File: src/rtl/umstr_udp_hdr_insert_if.sv
// umstr_udp_hdr_insert_if
//   32-bit byte-enabled stream used on both sides of the UDP header inserter.
//   Signals: tdata (32, [31:24] first byte on wire), tvld, tlast,
//            tkeep (4, [3] qualifies [31:24]), trdy.
//   Modports: master drives tdata/tvld/tlast/tkeep and samples trdy;
//             slave is the mirror image.
//
// Handshake: a beat transfers on a rising clk edge where tvld && trdy.
// While tvld is high and trdy is low, the master holds tdata/tkeep/tlast
// and tvld stable. trdy may depend combinationally on tvld and on state;
// tvld never depends on trdy.
interface umstr_udp_hdr_insert_if;
  logic [31:0] tdata;
  logic        tvld;
  logic        tlast;
  logic [3:0]  tkeep;
  logic        trdy;

  modport master (output tdata, output tvld, output tlast, output tkeep, input trdy);
  modport slave  (input tdata, input tvld, input tlast, input tkeep, output trdy);
endinterface

File: src/rtl/umstr_udp_hdr_insert.sv
// umstr_udp_hdr_insert
//   Prepends the 8-byte UDP header (ports, length, checksum) to a 32-bit
//   payload stream. The checksum covers the IPv4 pseudo-header, the UDP
//   header and the payload sum supplied by the upstream stage.
// Parameters:
//   CSUM_EN  1 = compute checksum, 0 = checksum field sent as 16'h0000
// Ports:
//   clk, reset_n          clock, asynchronous active-low reset
//   hdr_ip_dest_i/src_i   IPv4 addresses, stable for the whole packet
//   hdr_port_dest_i/src_i UDP ports
//   user_data_csum_i      folded ones-complement sum of the payload
//   user_data_len_i       payload length in bytes
//   user                  payload stream in (slave)
//   hdr_ip_dest_o/src_o   addresses latched at packet start
//   ip_payload_len_o      UDP length (payload length + 8)
//   udp                   UDP datagram stream out (master)
//   dbg_state             current FSM state encoding
module umstr_udp_hdr_insert #(
  parameter bit CSUM_EN = 1'b1
) (
  input  logic                          clk,
  input  logic                          reset_n,
  input  logic [31:0]                   hdr_ip_dest_i,
  input  logic [31:0]                   hdr_ip_src_i,
  input  logic [15:0]                   hdr_port_dest_i,
  input  logic [15:0]                   hdr_port_src_i,
  input  logic [15:0]                   user_data_csum_i,
  input  logic [15:0]                   user_data_len_i,
  umstr_udp_hdr_insert_if.slave         user,
  output logic [31:0]                   hdr_ip_dest_o,
  output logic [31:0]                   hdr_ip_src_o,
  output logic [15:0]                   ip_payload_len_o,
  umstr_udp_hdr_insert_if.master        udp,
  output logic [2:0]                    dbg_state
);

  typedef enum logic [2:0] {
    IDLE = 3'd0,
    CSUM = 3'd1,
    HDR0 = 3'd2,
    HDR1 = 3'd3,
    DATA = 3'd4
  } state_t;

  state_t      state, state_n;
  logic [15:0] port_src_q, port_dst_q, data_csum_q, csum_q;
  logic [19:0] acc;
  logic [16:0] fold1;
  logic [15:0] fold2, csum_calc;
  logic        ld;

  // Next-cycle contents of the output register
  logic        o_we, o_vld, o_last;
  logic [31:0] o_data;
  logic [3:0]  o_keep;

  // Output register may take a new value when empty or being drained.
  assign ld        = !udp.tvld || udp.trdy;
  assign user.trdy = (state == DATA) && ld;
  assign dbg_state = state;

  // Checksum from the latched fields; only sampled while in CSUM.
  // Ten 16-bit terms fit in 20 bits, so two folds always suffice.
  always_comb begin
    acc = 20'(hdr_ip_src_o[31:16])  + 20'(hdr_ip_src_o[15:0])
        + 20'(hdr_ip_dest_o[31:16]) + 20'(hdr_ip_dest_o[15:0])
        + 20'h00011                 + 20'(ip_payload_len_o)
        + 20'(port_src_q)           + 20'(port_dst_q)
        + 20'(ip_payload_len_o)     + 20'(data_csum_q);
    fold1 = {1'b0, acc[15:0]} + {13'b0, acc[19:16]};
    fold2 = fold1[15:0] + {15'b0, fold1[16]};
    csum_calc = ~fold2;
    // A computed zero is sent as all-ones; zero on the wire means "none".
    if (csum_calc == 16'h0000) csum_calc = 16'hFFFF;
    if (!CSUM_EN) csum_calc = 16'h0000;
  end

  always_comb begin
    state_n = state;
    o_we    = ld;   // an idle or drained register clears its valid
    o_vld   = 1'b0;
    o_last  = 1'b0;
    o_data  = 32'h0;
    o_keep  = 4'h0;
    case (state)
      IDLE: if (user.tvld) state_n = CSUM;
      CSUM: state_n = HDR0;
      HDR0: if (ld) begin
        o_vld   = 1'b1;
        o_data  = {port_src_q, port_dst_q};
        o_keep  = 4'hF;
        state_n = HDR1;
      end
      HDR1: if (ld) begin
        o_vld   = 1'b1;
        o_data  = {ip_payload_len_o, csum_q};
        o_keep  = 4'hF;
        state_n = DATA;
      end
      DATA: if (ld && user.tvld) begin
        o_vld  = 1'b1;
        o_data = user.tdata;
        o_keep = user.tkeep;
        o_last = user.tlast;
        if (user.tlast) state_n = IDLE;
      end
      default: state_n = IDLE;
    endcase
  end

  always_ff @(posedge clk or negedge reset_n) begin
    if (!reset_n) begin
      state            <= IDLE;
      port_src_q       <= '0;
      port_dst_q       <= '0;
      data_csum_q      <= '0;
      csum_q           <= '0;
      hdr_ip_dest_o    <= '0;
      hdr_ip_src_o     <= '0;
      ip_payload_len_o <= '0;
      udp.tdata        <= '0;
      udp.tvld         <= 1'b0;
      udp.tlast        <= 1'b0;
      udp.tkeep        <= '0;
    end else begin
      state <= state_n;
      // Header fields are captured once per packet, on IDLE exit only.
      if (state == IDLE && user.tvld) begin
        port_src_q       <= hdr_port_src_i;
        port_dst_q       <= hdr_port_dest_i;
        data_csum_q      <= user_data_csum_i;
        hdr_ip_dest_o    <= hdr_ip_dest_i;
        hdr_ip_src_o     <= hdr_ip_src_i;
        ip_payload_len_o <= user_data_len_i + 16'd8;
      end
      if (state == CSUM) csum_q <= csum_calc;
      if (o_we) begin
        udp.tdata <= o_data;
        udp.tvld  <= o_vld;
        udp.tlast <= o_last;
        udp.tkeep <= o_keep;
      end
    end
  end

endmodule

File: src/flat_wrapper.sv
// flat-port wrapper written by rule: the top's interface ports become plain ports
module umstr_udp_hdr_insert_flat 
#(
  parameter bit CSUM_EN = 1'b1
)
  (clk, reset_n, hdr_ip_dest_i, hdr_ip_src_i, hdr_port_dest_i, hdr_port_src_i, user_data_csum_i, user_data_len_i, hdr_ip_dest_o, hdr_ip_src_o, ip_payload_len_o, dbg_state, user_tdata, user_tvld, user_tlast, user_tkeep, user_trdy, udp_tdata, udp_tvld, udp_tlast, udp_tkeep, udp_trdy);
  umstr_udp_hdr_insert_if user_i ();
  umstr_udp_hdr_insert_if udp_i ();
  input  logic clk;
  input  logic reset_n;
  input  logic [31:0] hdr_ip_dest_i;
  input  logic [31:0] hdr_ip_src_i;
  input  logic [15:0] hdr_port_dest_i;
  input  logic [15:0] hdr_port_src_i;
  input  logic [15:0] user_data_csum_i;
  input  logic [15:0] user_data_len_i;
  output logic [31:0] hdr_ip_dest_o;
  output logic [31:0] hdr_ip_src_o;
  output logic [15:0] ip_payload_len_o;
  output logic [2:0] dbg_state;
  input wire logic [$bits(user_i.tdata)-1:0] user_tdata;
  input wire logic [$bits(user_i.tvld)-1:0] user_tvld;
  input wire logic [$bits(user_i.tlast)-1:0] user_tlast;
  input wire logic [$bits(user_i.tkeep)-1:0] user_tkeep;
  output wire logic [$bits(user_i.trdy)-1:0] user_trdy;
  output wire logic [$bits(udp_i.tdata)-1:0] udp_tdata;
  output wire logic [$bits(udp_i.tvld)-1:0] udp_tvld;
  output wire logic [$bits(udp_i.tlast)-1:0] udp_tlast;
  output wire logic [$bits(udp_i.tkeep)-1:0] udp_tkeep;
  input wire logic [$bits(udp_i.trdy)-1:0] udp_trdy;
  assign user_i.tdata = user_tdata;
  assign user_i.tvld = user_tvld;
  assign user_i.tlast = user_tlast;
  assign user_i.tkeep = user_tkeep;
  assign user_trdy = user_i.trdy;
  assign udp_tdata = udp_i.tdata;
  assign udp_tvld = udp_i.tvld;
  assign udp_tlast = udp_i.tlast;
  assign udp_tkeep = udp_i.tkeep;
  assign udp_i.trdy = udp_trdy;
  umstr_udp_hdr_insert #(.CSUM_EN(CSUM_EN)) u_core (.clk(clk), .reset_n(reset_n), .hdr_ip_dest_i(hdr_ip_dest_i), .hdr_ip_src_i(hdr_ip_src_i), .hdr_port_dest_i(hdr_port_dest_i), .hdr_port_src_i(hdr_port_src_i), .user_data_csum_i(user_data_csum_i), .user_data_len_i(user_data_len_i), .user(user_i), .hdr_ip_dest_o(hdr_ip_dest_o), .hdr_ip_src_o(hdr_ip_src_o), .ip_payload_len_o(ip_payload_len_o), .udp(udp_i), .dbg_state(dbg_state));
endmodule
File: config.mk
export PLATFORM = sky130hd
export DESIGN_NAME = umstr_udp_hdr_insert_flat
export DESIGN_NICKNAME = d
export VERILOG_FILES = /design/src/rtl/umstr_udp_hdr_insert_if.sv /design/src/rtl/umstr_udp_hdr_insert.sv /design/src/flat_wrapper.sv
export SDC_FILE = /design/constraint.sdc
export NUM_CORES = 1
export LEC_CHECK = 0
export ABC_AREA = 1
export BUFFER_PORTS_ARGS = -buffer_cell sky130_fd_sc_hd__buf_2
export CORE_MARGIN = 2
export CORE_UTILIZATION = 55
export CTS_BUF_LIST = sky130_fd_sc_hd__clkbuf_8 sky130_fd_sc_hd__clkbuf_16
export DETAILED_ROUTE_END_ITERATION = 6
export PLACE_DENSITY = 0.81
export SYNTH_ARGS = -nofsm -noshare
export SYNTH_HDL_FRONTEND = slang
export SYNTH_SLANG_ARGS = --single-unit
File: constraint.sdc
create_clock -name clk -period 10.76 [get_ports clk]
set_clock_uncertainty 0.05 [all_clocks]
set_input_delay 1.076 -clock clk [delete_from_list [all_inputs] [get_ports clk]]
set_output_delay 1.076 -clock clk [all_outputs]
set_load 0.05 [all_outputs]
==> results of run 1 <==
==> cells by family (layout without fill, tap and decap cells) <==
family,Yosys count,after routing,share of synthesized area [%]
flip-flops,185,185,37.2
other,0,1,0
AO/OA/AOI/OAI,185,185,8.93
adder cells (fa/ha/maj),145,145,19.5
XOR/XNOR,30,30,2.29
AND/OR/NAND/NOR,720,720,23.7
buffers and inverters,273,558,8.36
==> cell usage after synthesis (2+ instances only) <==
master / instances
nand2_1: 515
inv_2: 11
a221oi_1: 14
nor2_4: 3
nand3_2: 5
a22o_1: 2
nor2_2: 8
ha_1: 63
xnor2_1: 7
o21bai_1: 6
nand3b_1: 2
nand4_1: 8
dfrtp_1: 185
buf_6: 2
xor2_1: 20
a21oi_2: 12
a21o_1: 14
fa_1: 82
nand2_2: 12
o22ai_1: 5
nor2_1: 100
a21oi_1: 44
o21ai_0: 71
nor3_1: 8
a31oi_1: 14
clkinv_1: 4
nand3_1: 52
xnor2_2: 2
inv_1: 213
clkbuf_1: 42
==> worst max-delay path by stage <==
stage	from	slack [ps]	end	cells after the start
2_1_floorplan	u_core.hdr_ip_src_o[16]	1570	u_core.csum_q[4]	57
3_3_place_gp	u_core.hdr_ip_src_o[0]	1360	u_core.csum_q[2]	56
3_5_place_dp	u_core.hdr_ip_src_o[16]	920	u_core.csum_q[2]	56
4_1_cts	u_core.hdr_ip_src_o[16]	850	u_core.csum_q[2]	56
5_1_grt	u_core.hdr_ip_src_o[16]	50	u_core.csum_q[2]	56
6_report	u_core.hdr_ip_src_o[16]	890	u_core.csum_q[2]	56
==> cell type report <==
cell class	instances	area share [%]
inverters	228	5.79
repair buffers	298	10.3
clock buffers	18	2.97
diodes	1	0.0169
flip-flops and latches	185	31.3
clock inverters	14	1.18
well taps	285	2.41
multi-input cells	1080	46.0
==> worst max-delay path, delay by kind of cell, from the launching register on <==
family | cells | cell delay [ps]
xor+xnor | 2 | 200
simple gates | 28 | 3280
flops | 1 | 390
fa+ha+maj | 10 | 3800
buf+inv | 6 | 350
compound gates | 10 | 1750
==> metrics by stage <==
| stage | hold slack (ps) | setup WS, ps | std cells | utilization (%) |
|---|---|---|---|---|
| 3_5_place_dp | 413 | 920 | 2076 | 63.1 |
| 2_1_floorplan | 433 | 1570 | 1538 | - |
| 5_1_grt | 458 | 53.2 | 2108 | 65.8 |
| 3_3_place_gp | 404 | 1360 | 2076 | 63.1 |
| 6_report | 429 | 890 | 2109 | 65.8 |
| 4_1_cts | 429 | 846 | 2108 | 65.8 |
==> flip-flops by register name (all words and copies together), names as in the netlist, 4 cells and up <==
register,cells
u_core.hdr_ip_dest_o,32
u_core.hdr_ip_src_o,32
u_core.udp.tdata,32
u_core.csum_q,16
u_core.data_csum_q,16
u_core.ip_payload_len_o,16
u_core.port_dst_q,16
u_core.port_src_q,16
u_core.udp.tkeep,4
==> per-layer routing <==
layer | share of wire, % | routed length [um] | global-route usage, % | vias to the layer above
li1 | - | - | - | 5327
met3 | 7.3 | 2600 | 6.00 | 67
met1 | 41 | 14600 | 40.4 | 5300
met2 | 49 | 17500 | 52.0 | 471
met5 | 0.036 | 13 | 0 | -
met4 | 3.0 | 1090 | 10.8 | 2
==> impl_metrics.toml, run 1 <==
[finish]
final_common_cell = "nand2_1"
final-seq-area_sq_um = 4630
multiInputGateArea_sq_um = 6790
fin_area_sq_um = 14800
fillerInstances = 1921
area_growth_pct = 18.8
drive_gt1_share_pct = 21.6
final_cell_mix = "nand2_1, buf_2, inv_1"
fin_nets = 2124

[min_path]
hold_path_end = "u_core.udp.tdata[5]"
worst_hold_path.num_cells = 1
hp-class = "reg2reg"
min_from = "u_core.udp.tdata[5]"

[floorplanning]
num_rows = 55
dieArea_sq_um = 23800
die_x_um = 154
dieHeight_um = 154
boundaryPins = 291
initial_core_util_pct = 55.4
core-area_sq_um = 22400

[synth]
seq_area_frac_synth_pct = 37.2
synthCells = 1538
ys_async_sr_fraction_pct = 100
syn_area_per_cell_sq_um = 8.09
yosysTopAreaCell = "dfrtp_1"
yosysUniqueCellTypes = 42
synth_edf_count = 0
synth.area.top_cells = "dfrtp_1, nand2_1, fa_1, inv_1, ha_1"
synth_warnings = 0
synth-main-ff-cell = "dfrtp_1"
synth_seq_cells = 185
syn-num-nets = 1852
syn_area_sq_um = 12400
synth_top_area_share_pct = 37.2

[timing]
fin_crit_sh_pct = 91.7
setup_violations = 0
worst_pin_slew_ps = 1150
report.final.hold_viol_count = 0
fmax_mhz = 101
tns_ps = 0
min_period_ps = 9870
grt_setup_unrepaired = "false"
drv_slew = 0
slew_headroom_pct = 23.2

[critical_path]
crit_type = "reg2reg"
reg2reg_slack_ps = 890
arrival_ps = 10180
r2r_end = "u_core.csum_q[2]"
crit_required_ps = 11070
critPathLaunchType = "register"
crit_slowest_cell = "fa_1"
r2r_cells = 56
timing.rr.start = "u_core.hdr_ip_src_o[16]"
worstPathMaxFanout = 15
max_stage_delay_ps = 550
endpoint_kind = "register"

[cts]
path_clk_slew_ps = 80
cts_sinks = 185
cts_root_buf = "clkbuf_16"
clock_tree.htree_level_count = 4
cts_tree = "built"
cts_made_buffers = 17
clk_latency_ps = 450
hold_buffers = 0
cts_resized = 0
cts_setup_buffers = 0
clockBufferDepth = 2

[outcome]
status = "completed"

[route]
drt-pass1-iter-count = 5
wl_per_cell_um = 17.0
num_vias = 11200
ant_nets = 0
drt_iter0_markers = 814
routed_wl_mm = 35.8
drc_errors = 0
avgViaCountPerCell = 5.29

[placement]
place.gp.congestion = 0.950
hpwl_mm = 28.4
detailed_place.area_sq_um = 14200
port_buffers = 290

[grt]
track_usage_pct = 30.9
grt_pass1_wl_mm = 57.3
antenna_found_initial = 2
grt_overflow = 0
grt_max_degree = 119
grt_pass1_vias = 10900

[run]
maxCapViolCount = 0
Power of run 1 is left out: the tool's default activity adds up to more than one toggle a clock period on the data nets, which glitch-free logic cannot reach.
==> run 2, diff against run 1 <==
Settings changed: REMOVE_ABC_BUFFERS set to 1.
==> impl_metrics.toml, run 2 (same netlist as run 1, synthesis figures left out) <==
[critical_path]
reg2reg_slack_ps = 890
max_stage_delay_ps = 550
critPathLaunchType = "register"
timing.rr.start = "u_core.hdr_ip_src_o[2]"
arrival_ps = 10170
worstPathMaxFanout = 15
crit_slowest_cell = "fa_1"
r2r_cells = 55
cpMostUsedCell = "nand2_1"
crit_required_ps = 11060
crit_start = "u_core.hdr_ip_src_o[2]"
endpoint = "u_core.csum_q[0]"
r2r_end = "u_core.csum_q[0]"
crit_type = "reg2reg"
endpoint_kind = "register"

[grt]
track_usage_pct = 28.2
grt_overflow = 0
grt_max_degree = 116
grt_pass1_wl_mm = 53.3
grt_pass1_vias = 10700
antenna_found_initial = 1

[cts]
cts_root_buf = "clkbuf_16"
clockBufferDepth = 2
cts_made_buffers = 17
cts_sinks = 185
hold_buffers = 0
clock_tree.htree_level_count = 4
cts_tree = "built"
path_clk_slew_ps = 70
clk_latency_ps = 450

[timing]
grt_setup_unrepaired = "false"
setup_slack_ps = 892
worst_pin_slew_ps = 1070
drv_slew = 0
setup_violations = 0
fmax_mhz = 101
report.final.hold_viol_count = 0
slew_headroom_pct = 28.7
min_period_ps = 9870
fin_crit_sh_pct = 91.7

[floorplanning]
num_rows = 55
dieHeight_um = 154
initial_core_util_pct = 55.4
die_x_um = 154
boundaryPins = 291
dieArea_sq_um = 23800
core-area_sq_um = 22400

[finish]
final-seq-area_sq_um = 4630
fin_area_sq_um = 14700
fillerInstances = 1936
fin_nets = 2123
final_cell_mix = "nand2_1, buf_2, inv_1"
final_common_cell = "nand2_1"
reg.largest.list = "u_core.hdr_ip_dest_o: 32 flops, u_core.hdr_ip_src_o: 32 flops, u_core.udp.tdata: 32 flops"
area_growth_pct = 18.3
final_cells = 2108
drive_gt1_share_pct = 21.6
multiInputGateArea_sq_um = 6820

[run]
maxCapViolCount = 0

[route]
num_vias = 10900
ant_nets = 0
wl_per_cell_um = 15.4
drc_errors = 0
drt_iter0_markers = 618
routed_wl_mm = 32.5
drt-pass1-iter-count = 5
avgViaCountPerCell = 5.18

[placement]
dpl_worst_slack_ps = 714
dp_cells = 2075
hpwl_mm = 24.4
port_buffers = 290
detailed_place.area_sq_um = 14200
place.gp.congestion = 0.883

[outcome]
status = "completed"

[min_path]
hp-class = "reg2reg"
min_from = "u_core.udp.tdata[0]"
-- run 2: changes by cell type in the layout (fill, tap and decap cells not counted), moves of 2 or more --
| cell | delta |
|---|---|
| clkinv_8 | -6 |
| clkinv_2 | +3 |
| clkinvlp_4 | +3 |
| clkinv_4 | -2 |
| inv_1 | +2 |
| inv_6 | +2 |
-- run 2: layer usage --
metal	GRT usage, %	wire [um]	up-vias
met2	46.5	15500	381
met3	4.12	2060	35
li1	-	-	5317
met5	0	0	-
met4	9.57	620	0
met1	38.8	14300	5184
-- run 2: timing repair --
item | CTS | global route
setup buffers | 0 | 0
hold endpoints to repair | 0 | 0
gates resized for setup | 0 | 3
endpoints found under the setup margin | 0 | 15
-- run 2: layout make-up --
type,instances,share of cell area [%]
Tap cell,285,2.42
Clock inverter,15,0.791
Timing Repair Buffer,297,10.3
Sequential cell,185,31.5
Clock buffer,17,2.89
Multi-Input combinational cell,1080,46.3
Antenna cell,1,0.0170
Inverter,228,5.82
-- run 2: worst min-delay path by stage --
stage | to | slack [ps] | cells past startpoint
floorplan | u_core.data_csum_q[10] | 430 | 2
detailed placement | u_core.udp.tdata[23] | 410 | 1
CTS | u_core.udp.tdata[0] | 430 | 1
finish | u_core.udp.tdata[0] | 420 | 1
global route | u_core.udp.tdata[23] | 440 | 1
global placement | u_core.udp.tdata[0] | 410 | 1
-- run 2: critical path, delay by kind of cell, from the launching register on --
family | cells | cell delay (ps)
AOI/OAI and AO/OA | 9 | 1860
xor gates and xnor gates | 2 | 240
adders and majority gates | 9 | 3560
buffers and inverters | 4 | 190
DFF | 1 | 400
and+or+nand+nor | 31 | 3480
-- run 2: through the flow --
stage	hold slack [ps]	util (%)	TNS, ps
6_report	423	65.6	0
5_1_grt	441	65.6	0
2_1_floorplan	433	-	-307810
3_5_place_dp	410	63.1	0
4_1_cts	426	65.5	0
3_3_place_gp	405	63.1	0
Power of run 2 is left out for the same reason.
==> run 3, diff against run 2 <==
Settings changed: PLACE_DENSITY 0.81 to 0.82.
==> impl_metrics.toml, run 3 (same netlist as run 1, synthesis figures left out) <==
[floorplanning]
dieArea_sq_um = 23800
dieHeight_um = 154
die_x_um = 154
boundaryPins = 291
initial_core_util_pct = 55.4
num_rows = 55
core-area_sq_um = 22400

[timing]
worst_pin_slew_ps = 1080
report.final.hold_viol_count = 0
setup_violations = 0
fmax_mhz = 101
slew_headroom_pct = 27.6
fin_crit_sh_pct = 92.0
grt_setup_unrepaired = "false"
drv_slew = 0
min_period_ps = 9900
hold_ws_ps = 424

[finish]
drive_gt1_share_pct = 21.6
final_cell_mix = "nand2_1, buf_2, inv_1"
final_core_util_pct = 65.6
antennaDiodeCount = 0
fin_nets = 2123
reg.largest.list = "u_core.hdr_ip_dest_o: 32 flops, u_core.hdr_ip_src_o: 32 flops, u_core.udp.tdata: 32 flops"
final_common_cell = "nand2_1"
area_growth_pct = 18.4
fillerInstances = 1960

[cts]
hold_buffers = 0
cts_root_buf = "clkbuf_16"
clockBufferDepth = 2
cts_tree = "built"
cts_made_buffers = 17
cts_sinks = 185
clock_tree.htree_level_count = 4
path_clk_slew_ps = 80
cts_setup_buffers = 0
cts_resized = 0
clk_latency_ps = 440

[critical_path]
endpoint_kind = "register"
crit_required_ps = 11070
cpMostUsedCell = "nand2_1"
critPathLaunchType = "register"
crit_slowest_cell = "fa_1"
max_stage_delay_ps = 540
arrival_ps = 10210
worstPathMaxFanout = 15
path_delay_family = "simple AND/OR/NAND/NOR gates"
crit_type = "reg2reg"
worst-path-buf-inv = 4

[grt]
track_usage_pct = 28.6
grt_overflow = 0
grt_max_degree = 111
grt_pass1_wl_mm = 54.1
grt_pass1_vias = 11000
antenna_found_initial = 0

[placement]
place.gp.congestion = 0.856
port_buffers = 290
hpwl_mm = 24.6

[run]
maxCapViolCount = 0

[outcome]
status = "completed"

[min_path]
hp-class = "reg2reg"

[route]
drt_iter0_markers = 683
num_vias = 11000
drt-pass1-iter-count = 7
routed_wl_mm = 32.9
drc_errors = 0
ant_nets = 0
wl_per_cell_um = 15.6
avgViaCountPerCell = 5.21
## run 3: path summary, 6_finish.rpt
kind                                              from                        to  slack [ps]  depth (start not counted)
worst max-delay path            u_core.hdr_ip_src_o[2]         u_core.csum_q[15]         860                         55
worst min-delay path               u_core.udp.tdata[6]       u_core.udp.tdata[6]         420                          1
worst max register to register  u_core.hdr_ip_src_o[2]         u_core.csum_q[15]         860                         55
worst min register to register     u_core.udp.tdata[6]       u_core.udp.tdata[6]         420                          1
max in group asynchronous                      reset_n  u_core.hdr_ip_dest_o[26]        8450                          2
min in group asynchronous                      reset_n   u_core.hdr_ip_dest_o[6]         690                          1
## run 3: through the flow
stage          worst slack [ps]  setup TNS [ps]  instance area, sq um  std cells
6_report                    857               0                 14700       2107
5_1_grt                    10.8               0                 14700       2107
4_1_cts                     807               0                 14700       2107
3_5_place_dp                875               0                 14200       2075
3_3_place_gp               1110               0                 14200       2075
2_1_floorplan             -3600         -307810                 12300       1493
## run 3: layout make-up
type | instances | area [sq um] | share of cell area, %
tap | 285 | 357 | 2.42
sequential | 185 | 4630 | 31.4
clock buffer | 18 | 439 | 2.98
inverter | 228 | 857 | 5.82
clock inverter | 14 | 116 | 0.790
timing repair buffer | 297 | 1510 | 10.3
multi-input combinational | 1080 | 6820 | 46.3
## run 3: routing by layer
metal / vias to the layer above / wire length (um) / global-route usage [%]
li1: 5326 / - / -
met1: 5210 / 14100 / 37.7
met2: 378 / 16100 / 48.5
met3: 55 / 1970 / 4.51
met4: 0 / 786 / 10.1
met5: - / 0 / 0
Power of run 3 is left out for the same reason.
